`src/rtl/bus_arbiter16.sv`:
```
// bus_arbiter16: two-requester burst arbiter for a shared 16-bit path; define ARB_FAIR_EN for round-robin arbitration
module mux16 (
  input  logic [15:0] in_a,
  input  logic [15:0] in_b,
  input  logic        sel,
  output logic [15:0] out
);
  assign out = sel ? in_b : in_a;
endmodule

module bus_arbiter16 #(
  parameter int MAX_BURST = 4
) (
  input  logic        clk,
  input  logic        rst_n,
  input  logic        req_a,
  input  logic [15:0] data_a,
  output logic        gnt_a,
  input  logic        req_b,
  input  logic [15:0] data_b,
  output logic        gnt_b,
  output logic        sel,
  output logic [15:0] out,
  output logic        out_valid,
  input  logic        out_ready
);
  typedef enum logic [1:0] {IDLE, OWN_A, OWN_B} state_t;
  state_t state;
  logic [3:0] cnt;
  logic last_owner, xfer, last_beat, ten_end, pick_b, any;
  assign out_valid = (gnt_a & req_a) | (gnt_b & req_b);
  assign xfer = out_valid & out_ready;
  assign last_beat = xfer & (cnt == 4'(MAX_BURST - 1));
  assign any = req_a | req_b;
  // IDLE re-arbitrates every cycle, so it is treated as a permanently ended tenure
  assign ten_end = state == OWN_A ? ~req_a | last_beat :
                   state == OWN_B ? ~req_b | last_beat : 1'b1;
`ifdef ARB_FAIR_EN
  assign pick_b = (req_a & req_b) ? ~last_owner : req_b;
`else
  logic unused_last_owner;
  assign unused_last_owner = last_owner;
  assign pick_b = req_b & ~req_a;
`endif
  mux16 u_mux (.in_a(data_a), .in_b(data_b), .sel(sel), .out(out));
  always_ff @(posedge clk or negedge rst_n) begin
    if (!rst_n) begin
      state <= IDLE;
      gnt_a <= 1'b0;
      gnt_b <= 1'b0;
      sel <= 1'b0;
      cnt <= '0;
      last_owner <= 1'b1;
    end else if (ten_end) begin
      cnt <= '0;
      state <= !any ? IDLE : pick_b ? OWN_B : OWN_A;
      gnt_a <= any & ~pick_b;
      gnt_b <= pick_b;
      if (any) begin
        sel <= pick_b;
        last_owner <= pick_b;
      end
    end else if (xfer) begin
      cnt <= cnt + 4'd1;
    end
  end
endmodule

```
`config.mk`:
```
export PLATFORM = sky130hd
export DESIGN_NAME = bus_arbiter16
export DESIGN_NICKNAME = d
export VERILOG_FILES = /design/src/rtl/bus_arbiter16.sv
export SDC_FILE = /design/constraint.sdc
export NUM_CORES = 1
export LEC_CHECK = 0
export ABC_AREA = 1
export CAP_MARGIN = 20
export CORE_UTILIZATION = 33
export CTS_CLUSTER_SIZE = 20
export DETAILED_ROUTE_END_ITERATION = 8
export PLACE_DENSITY = 0.85
export SETUP_SLACK_MARGIN = 0.3
export SYNTH_ARGS = -nofsm -noshare
export SYNTH_HDL_FRONTEND = slang
export SYNTH_SLANG_ARGS = --single-unit
```
`constraint.sdc`:
```
create_clock -name clk -period 2.9 [get_ports clk]
set_clock_uncertainty 0.1 [all_clocks]
set_input_delay 0.58 -clock clk [delete_from_list [all_inputs] [get_ports clk]]
set_output_delay 0.58 -clock clk [all_outputs]
set_load 0.01 [all_outputs]
```
==> results of run 1 <==
[cells by family (layout without fill, tap and decap cells)]
kind of cell               after synthesis  after routing  synth area share
and+or+nand+nor                         33             33             0.262
buffers and inverters                    9             68            0.0769
adders and majority gates                1              1            0.0197
DFF                                      7              7             0.276
muxes                                   16             16             0.337
xor gates and xnor gates                 2              2            0.0276
[worst max path at each step]
stage | startpoint | endpoint | slack (ns) | cells after the start
floorplan | sel | out[10] | 1.22 | 3
global placement | req_a | out_valid | 0.42 | 4
detailed placement | req_a | out_valid | 0.39 | 4
CTS | sel | out[13] | 0.36 | 3
global route | req_a | out_valid | 0.34 | 4
finish | req_a | out_valid | 0.39 | 4
[repair_timing]
| item | CTS | global route |
|---|---|---|
| endpoints found under the hold margin | 0 | 0 |
| endpoints found under the setup margin | 0 | 9 |
| resized for setup | 0 | 1 |
[per-layer routing]
metal	global-route usage	vias up
met4	0.0176	0
li1	-	341
met1	0.229	311
met3	0.0833	0
met2	0.321	33
met5	0	-
[layout make-up]
class,instances,area [sq um]
clock buffer,4,26.3
fill,146,526
inverter,7,26.3
multi-input combinational,52,410
sequential,7,176
tap,25,31.3
timing repair buffer,57,568
[stage by stage]
step,instances,worst slack (ns),total power (W)
after floorplan,68,1.22,0.000470
after global placement,148,0.423,0.000697
after detailed placement,148,0.393,0.000709
after CTS,152,0.357,0.000798
after global routing,152,0.339,0.000849
final,152,0.392,0.000792
[flip-flops by register name, summed over array words and instances (netlist names)]
| register | cells |
|---|---|
| state | 1 |
| gnt_b | 1 |
| sel | 1 |
| cnt | 4 |
[power by group through the flow]
| stage | clock network [W] | registers [W] | logic [W] |
|---|---|---|---|
| final | 0.0000872 | 0.000168 | 0.000537 |
| after global routing | 0.0000980 | 0.000174 | 0.000577 |
| after CTS | 0.0000888 | 0.000167 | 0.000542 |
| after detailed placement | 0 | 0.000169 | 0.000540 |
| after global placement | 0 | 0.000167 | 0.000530 |
| after floorplan | 0 | 0.000157 | 0.000313 |
[critical path, cell delays in order]
cell             delay [ns]
clkdlybuf4s50_1        0.50
nand2_1                0.10
nand2_4                0.10
clkdlybuf4s50_1        0.55
[layout by cell type, fill, tap and decap left out, types with 2 or more instances in the layout]
master / n
clkbuf_4: 3
clkdlybuf4s50_1: 56
dfrtp_1: 6
inv_1: 7
mux2_2: 7
mux2_4: 9
nand2_1: 18
nand2_2: 2
nand3_1: 6
nor2_1: 3
xor2_1: 2
==> impl_metrics.tcl, run 1 <==
set metrics [dict create \
    outcome "finished, final reports clean" \
    wl_met1_microns 727 \
    pwr-share-seq 0.213 \
    start_util 0.360 \
    finalSetupViolCount 0 \
    syn_area_sq_um 634 \
    ioPinCount 57 \
    cts_inserted_buffers 3 \
    synthTopCellsByArea "dfrtp_1 (28%), mux2_4 (21%), mux2_2 (12%), nand2_1 (11%), nand3_1 (4.7%)" \
    drive_above_1_share 0.205 \
    cts_setup_buffers 0 \
    synth_cells 68 \
    wirelength_mm 1.88 \
    fmax_mhz 399 \
    holdPathEnd "state[0]" \
    p_int_w 0.000512 \
    drt_iter0_drc 8 \
    via_per_inst 4.51 \
    crit_path_end_kind "output port" \
    r2r_cells 6 \
    synth_cell_type_count 15 \
    whs_path_depth 2 \
    switching_share 0.354 \
    cts-root-buf "clkbuf_4" \
    grt_max_degree 11 \
    start_kind "input pin" \
    worst_pin_slew_ns 0.307 \
    holdWs_ns 0.436 \
    h-tree-depth 1 \
    ys_warn_count 0 \
    synthesis.nets 106 \
    die_area_sq_um 2100 \
    yosysTopAreaCell "dfrtp_1" \
    cellPowerDensity_nw_per_um2 640 \
    wl_met2_microns 932 \
    syn2layout_area_growth_pct 95.3 \
    cts_hold_buf 0 \
    avgRoutedWirePerCell_microns 12.4 \
    slew_viol_final 0 \
    die_w_microns 45.8 \
    critical_path_arrival_ns 1.83 \
    yosysSeqAreaShare 0.276 \
    layout_min_cycle_time_ns 2.51 \
    hold_violations 0 \
    synthArstFlopShare 1.00 \
    min_path_type "reg2reg" \
    finalCritPeriodShare 0.865 \
    rsz0062_at_grt "false" \
    path_clk_slew_ns 0.06 \
    final_nets 166 \
    cts.sinks 7 \
    crit_type "in2out" \
    syn_avg_cell_area_sq_um 9.33 \
    grtUsageTotal 0.190 \
    yosys_register_bits 7 \
    leakagePower_nw 0.580 \
    setup-tns-final_ns 0 \
    placed_area_sq_um 1210 \
    route.met3.wl_microns 221 \
    coreArea_sq_um 1760 \
    num_vias 685 \
    synthMostInstantiatedCell "nand2_1" \
    num_rows 15 \
    grt_pass1_wl_mm 2.86 \
    globalRouteOverflowTotal 0 \
    synth_commonest_cells "nand2_1 (18), mux2_4 (9), dfrtp_1 (7), inv_1 (7), mux2_2 (7)" \
    gp_congestion 0.685 \
    final_core_util 0.702 \
    cts_tree "done" \
    combPwrFrac 0.677 \
    antenna_found_initial 0 \
    design_area_sq_um 1240 \
    ant_nets 0 \
    insertion_delay_ns 0.25 \
    die_h_microns 45.8 \
    top_layer "met3" \
    hold_start "state[0]" \
    grt_pass1_vias 636 \
    synth_top_cell_area_share 0.276 \
    maxCapViolCount 0 \
    p_switching_w 0.000280 \
    required_ns 2.22 \
    path_max_fanout 4 \
    drt_pass1_iterations 4 \
    rr_startpoint "cnt[0]" \
    drc 0 \
    maxSlewHeadroom 0.795 \
    diodes 0 \
    reg2reg_to "cnt[3]" \
    synth-main-ff-cell "dfrtp_1" \
    clockBufferDepth 2 \
    port_buffers 56 \
    peakVddDrop_mv 0.498 \
    synth_edf_count 0 \
    reg2reg_slack_ns 1.61 \
    pwr-share-clk 0.110 \
    hpwlAfterDp_mm 1.61 \
]
Note: power is estimated with default switching activity, not from simulation.
==> run 2: changes to the inputs <==
--- a/config.mk
+++ b/config.mk
@@ -5,13 +5,14 @@
 export SDC_FILE = /design/constraint.sdc
 export NUM_CORES = 1
 export LEC_CHECK = 0
-export ABC_AREA = 1
+export ABC_AREA = 0
 export CAP_MARGIN = 20
 export CORE_UTILIZATION = 33
 export CTS_CLUSTER_SIZE = 20
 export DETAILED_ROUTE_END_ITERATION = 8
-export PLACE_DENSITY = 0.85
+export PLACE_DENSITY = 0.84
 export SETUP_SLACK_MARGIN = 0.3
 export SYNTH_ARGS = -nofsm -noshare
 export SYNTH_HDL_FRONTEND = slang
+export SYNTH_HIERARCHICAL = 1
 export SYNTH_SLANG_ARGS = --single-unit
==> impl_metrics.tcl, run 2 <==
set metrics [dict create \
    outcome "finished, final reports clean" \
    maxCapViolCount 0 \
    yosysSeqAreaShare 0.271 \
    seq_area_sq_um 175 \
    cpMostUsedCell "clkdlybuf4s50_1" \
    crit_path_end_kind "output port" \
    top_register "cnt" \
    crit_path_top_delay_cell "clkdlybuf4s50_1" \
    syn2layout_area_growth_pct 92.7 \
    synth_cells 58 \
    synthTopCellsByArea "dfrtp_1 (27%), mux2_4 (23%), mux2_2 (10%), nand4bb_4 (4.3%), a21oi_1 (3.9%)" \
    max_stage_delay_ns 0.49 \
    finalNonFillerCells 142 \
    synth-main-ff-cell "dfrtp_1" \
    ioPinCount 57 \
    finalCritPeriodShare 0.836 \
    required_ns 2.22 \
    cts.sinks 7 \
    port_buffers 56 \
    h-tree-depth 1 \
    grt_max_degree 20 \
    fillers 121 \
    busiest_layer "met2" \
    synth_cell_type_count 23 \
    synthMostInstantiatedCell "mux2_4" \
    use_met3 0.0431 \
    critical_path_arrival_ns 1.74 \
    path_clk_slew_ns 0.05 \
    slew_viol_final 0 \
    met1_usage 0.170 \
    start_util 0.363 \
    layout_min_cycle_time_ns 2.42 \
    die_area_sq_um 2140 \
    combPwrFrac 0.543 \
    drc 0 \
    fmax_mhz 412 \
    cts_tree "done" \
    p_int_w 0.000308 \
    synth_edf_count 0 \
    yosys_register_bits 7 \
    peakVddDrop_mv 0.303 \
    largest_reg_flops 4 \
    die_w_microns 46.3 \
    rr_startpoint "cnt[0]" \
    whs_path_depth 2 \
    p_switching_w 0.000114 \
    final_core_util 0.699 \
    min_path_type "reg2reg" \
    post-place-ws_ns 0.325 \
    diodes 0 \
    worst_pin_slew_ns 0.337 \
    reg2reg_slack_ns 1.47 \
    hpwlAfterDp_mm 1.65 \
    switching_share 0.271 \
    drive_above_1_share 0.197 \
    crit_type "in2out" \
    cts_setup_buffers 0 \
    layout_common_cells "clkdlybuf4s50_1 (54), mux2_4 (10), dfrtp_1 (7)" \
    final_common_cell "clkdlybuf4s50_1" \
    drt_pass1_iterations 4 \
    yosysTopAreaCell "dfrtp_1" \
    cellPowerDensity_nw_per_um2 339 \
    rsz0062_at_grt "false" \
    critPathBufInv 2 \
    via_per_inst 4.92 \
    grtUsageMet2 0.330 \
    cp_num_cells 3 \
    pwr-share-clk 0.203 \
    clockBufferDepth 2 \
    setup_ws_ns 0.475 \
    pwr-share-seq 0.253 \
    gp_congestion 0.771 \
    cts_inserted_buffers 3 \
    start_kind "input pin" \
    wirelength_mm 2.00 \
    finalSetupViolCount 0 \
    num_rows 15 \
    synth_top_cell_area_share 0.271 \
    die_h_microns 46.3 \
    holdPathEnd "cnt[1]" \
    grt_pass1_vias 662 \
    synth_commonest_cells "mux2_4 (10), dfrtp_1 (7), inv_1 (6), mux2_2 (6), a21oi_1 (5)" \
    ant_nets 0 \
    setup-tns-final_ns 0 \
    final_nets 156 \
    hold_violations 0 \
    leakagePower_nw 0.536 \
    multiInputGateArea_sq_um 418 \
    num_vias 698 \
    cts-root-buf "clkbuf_4" \
    r2r_cells 4 \
    syn_avg_cell_area_sq_um 11.2 \
    grt_pass1_wl_mm 2.66 \
    critical-path-top-delay-family "buffers and inverters" \
    synthesis.nets 96 \
    maxSlewHeadroom 0.773 \
    numPlacedInstances 138 \
    globalRouteOverflowTotal 0 \
    syn_area_sq_um 647 \
    hold_start "cnt[1]" \
    path_cells "clkdlybuf4s50_1, mux2_4, clkdlybuf4s50_1" \
    grtUsageTotal 0.171 \
    drt_iter0_drc 19 \
    synthArstFlopShare 1.00 \
    ys_warn_count 6 \
    coreArea_sq_um 1780 \
    antenna_found_initial 0 \
    reg2reg_to "sel" \
    insertion_delay_ns 0.25 \
    path_max_fanout 1 \
    avgRoutedWirePerCell_microns 14.1 \
]
## run 2: cell types whose count changed after synthesis, moves of 2 or more
| cell | change |
|---|---|
| nor2_1 | -2 |
| xor2_1 | -2 |
| nand3_1 | -5 |
| or3_1 | +3 |
| o21ai_0 | +4 |
| nand2_1 | -16 |
| a21oi_1 | +5 |
| nand2_2 | -2 |
## run 2: how the worst max path moves through the flow
stage	start	end	slack, ns
floorplan	sel	out[10]	1.20
global placement	req_b	out_valid	0.37
detailed placement	req_a	out_valid	0.32
CTS	req_a	out_valid	0.31
global route	sel	out[13]	0.45
finish	data_a[10]	out[10]	0.48
## run 2: tightest hold or removal path: cells and delay by family, from the launching register on
| kind | cells | cell delay, ns |
|---|---|---|
| flip-flops | 1 | 0.39 |
| AND/OR/NAND/NOR | 1 | 0.07 |
| AO/OA/AOI/OAI | 1 | 0.06 |
## run 2: per-stage QoR
| stage | total power (W) | area [sq um] | hold slack, ns |
|---|---|---|---|
| after detailed placement | 0.000340 | 1210 | 0.460 |
| after floorplan | 0.000221 | 647 | 0.184 |
| after CTS | 0.000429 | 1240 | 0.469 |
| after global routing | 0.000443 | 1250 | 0.487 |
| after global placement | 0.000336 | 1210 | 0.443 |
| final | 0.000422 | 1250 | 0.468 |
## run 2: timing repair
item	4_1_cts	5_1_grt
resized for setup	0	2
endpoints found under the setup margin	0	1
hold buffers	0	0
## run 2: routing by layer
layer  share of wire  vias up
li1                -      336
met1            0.39      320
met2            0.48       42
met3            0.13        0
met4               0        0
met5               0        -
## run 2: area by class of cell
cell class,count,share of cell area
repair buffers,57,0.460
inverters,6,0.0181
well taps,25,0.0251
clock buffers,4,0.0211
flip-flops and latches,7,0.141
multi-input cells,43,0.335
## run 2: power groups by stage
stage | Sequential (W) | Combinational [W] | Clock [W]
floorplan | 0.000111 | 0.000110 | 0
global placement | 0.000108 | 0.000228 | 0
detailed placement | 0.000108 | 0.000231 | 0
CTS | 0.000107 | 0.000232 | 0.0000903
global route | 0.000108 | 0.000242 | 0.0000933
finish | 0.000107 | 0.000229 | 0.0000858
## run 2: cells by family (layout without fill, tap and decap cells)
kind of cell	Yosys count	count (layout)	synth area share
flops	7	7	0.271
fa+ha+maj	1	1	0.0193
simple gates	12	12	0.149
compound gates	14	14	0.141
buf+inv	8	67	0.0832
mux	16	16	0.337
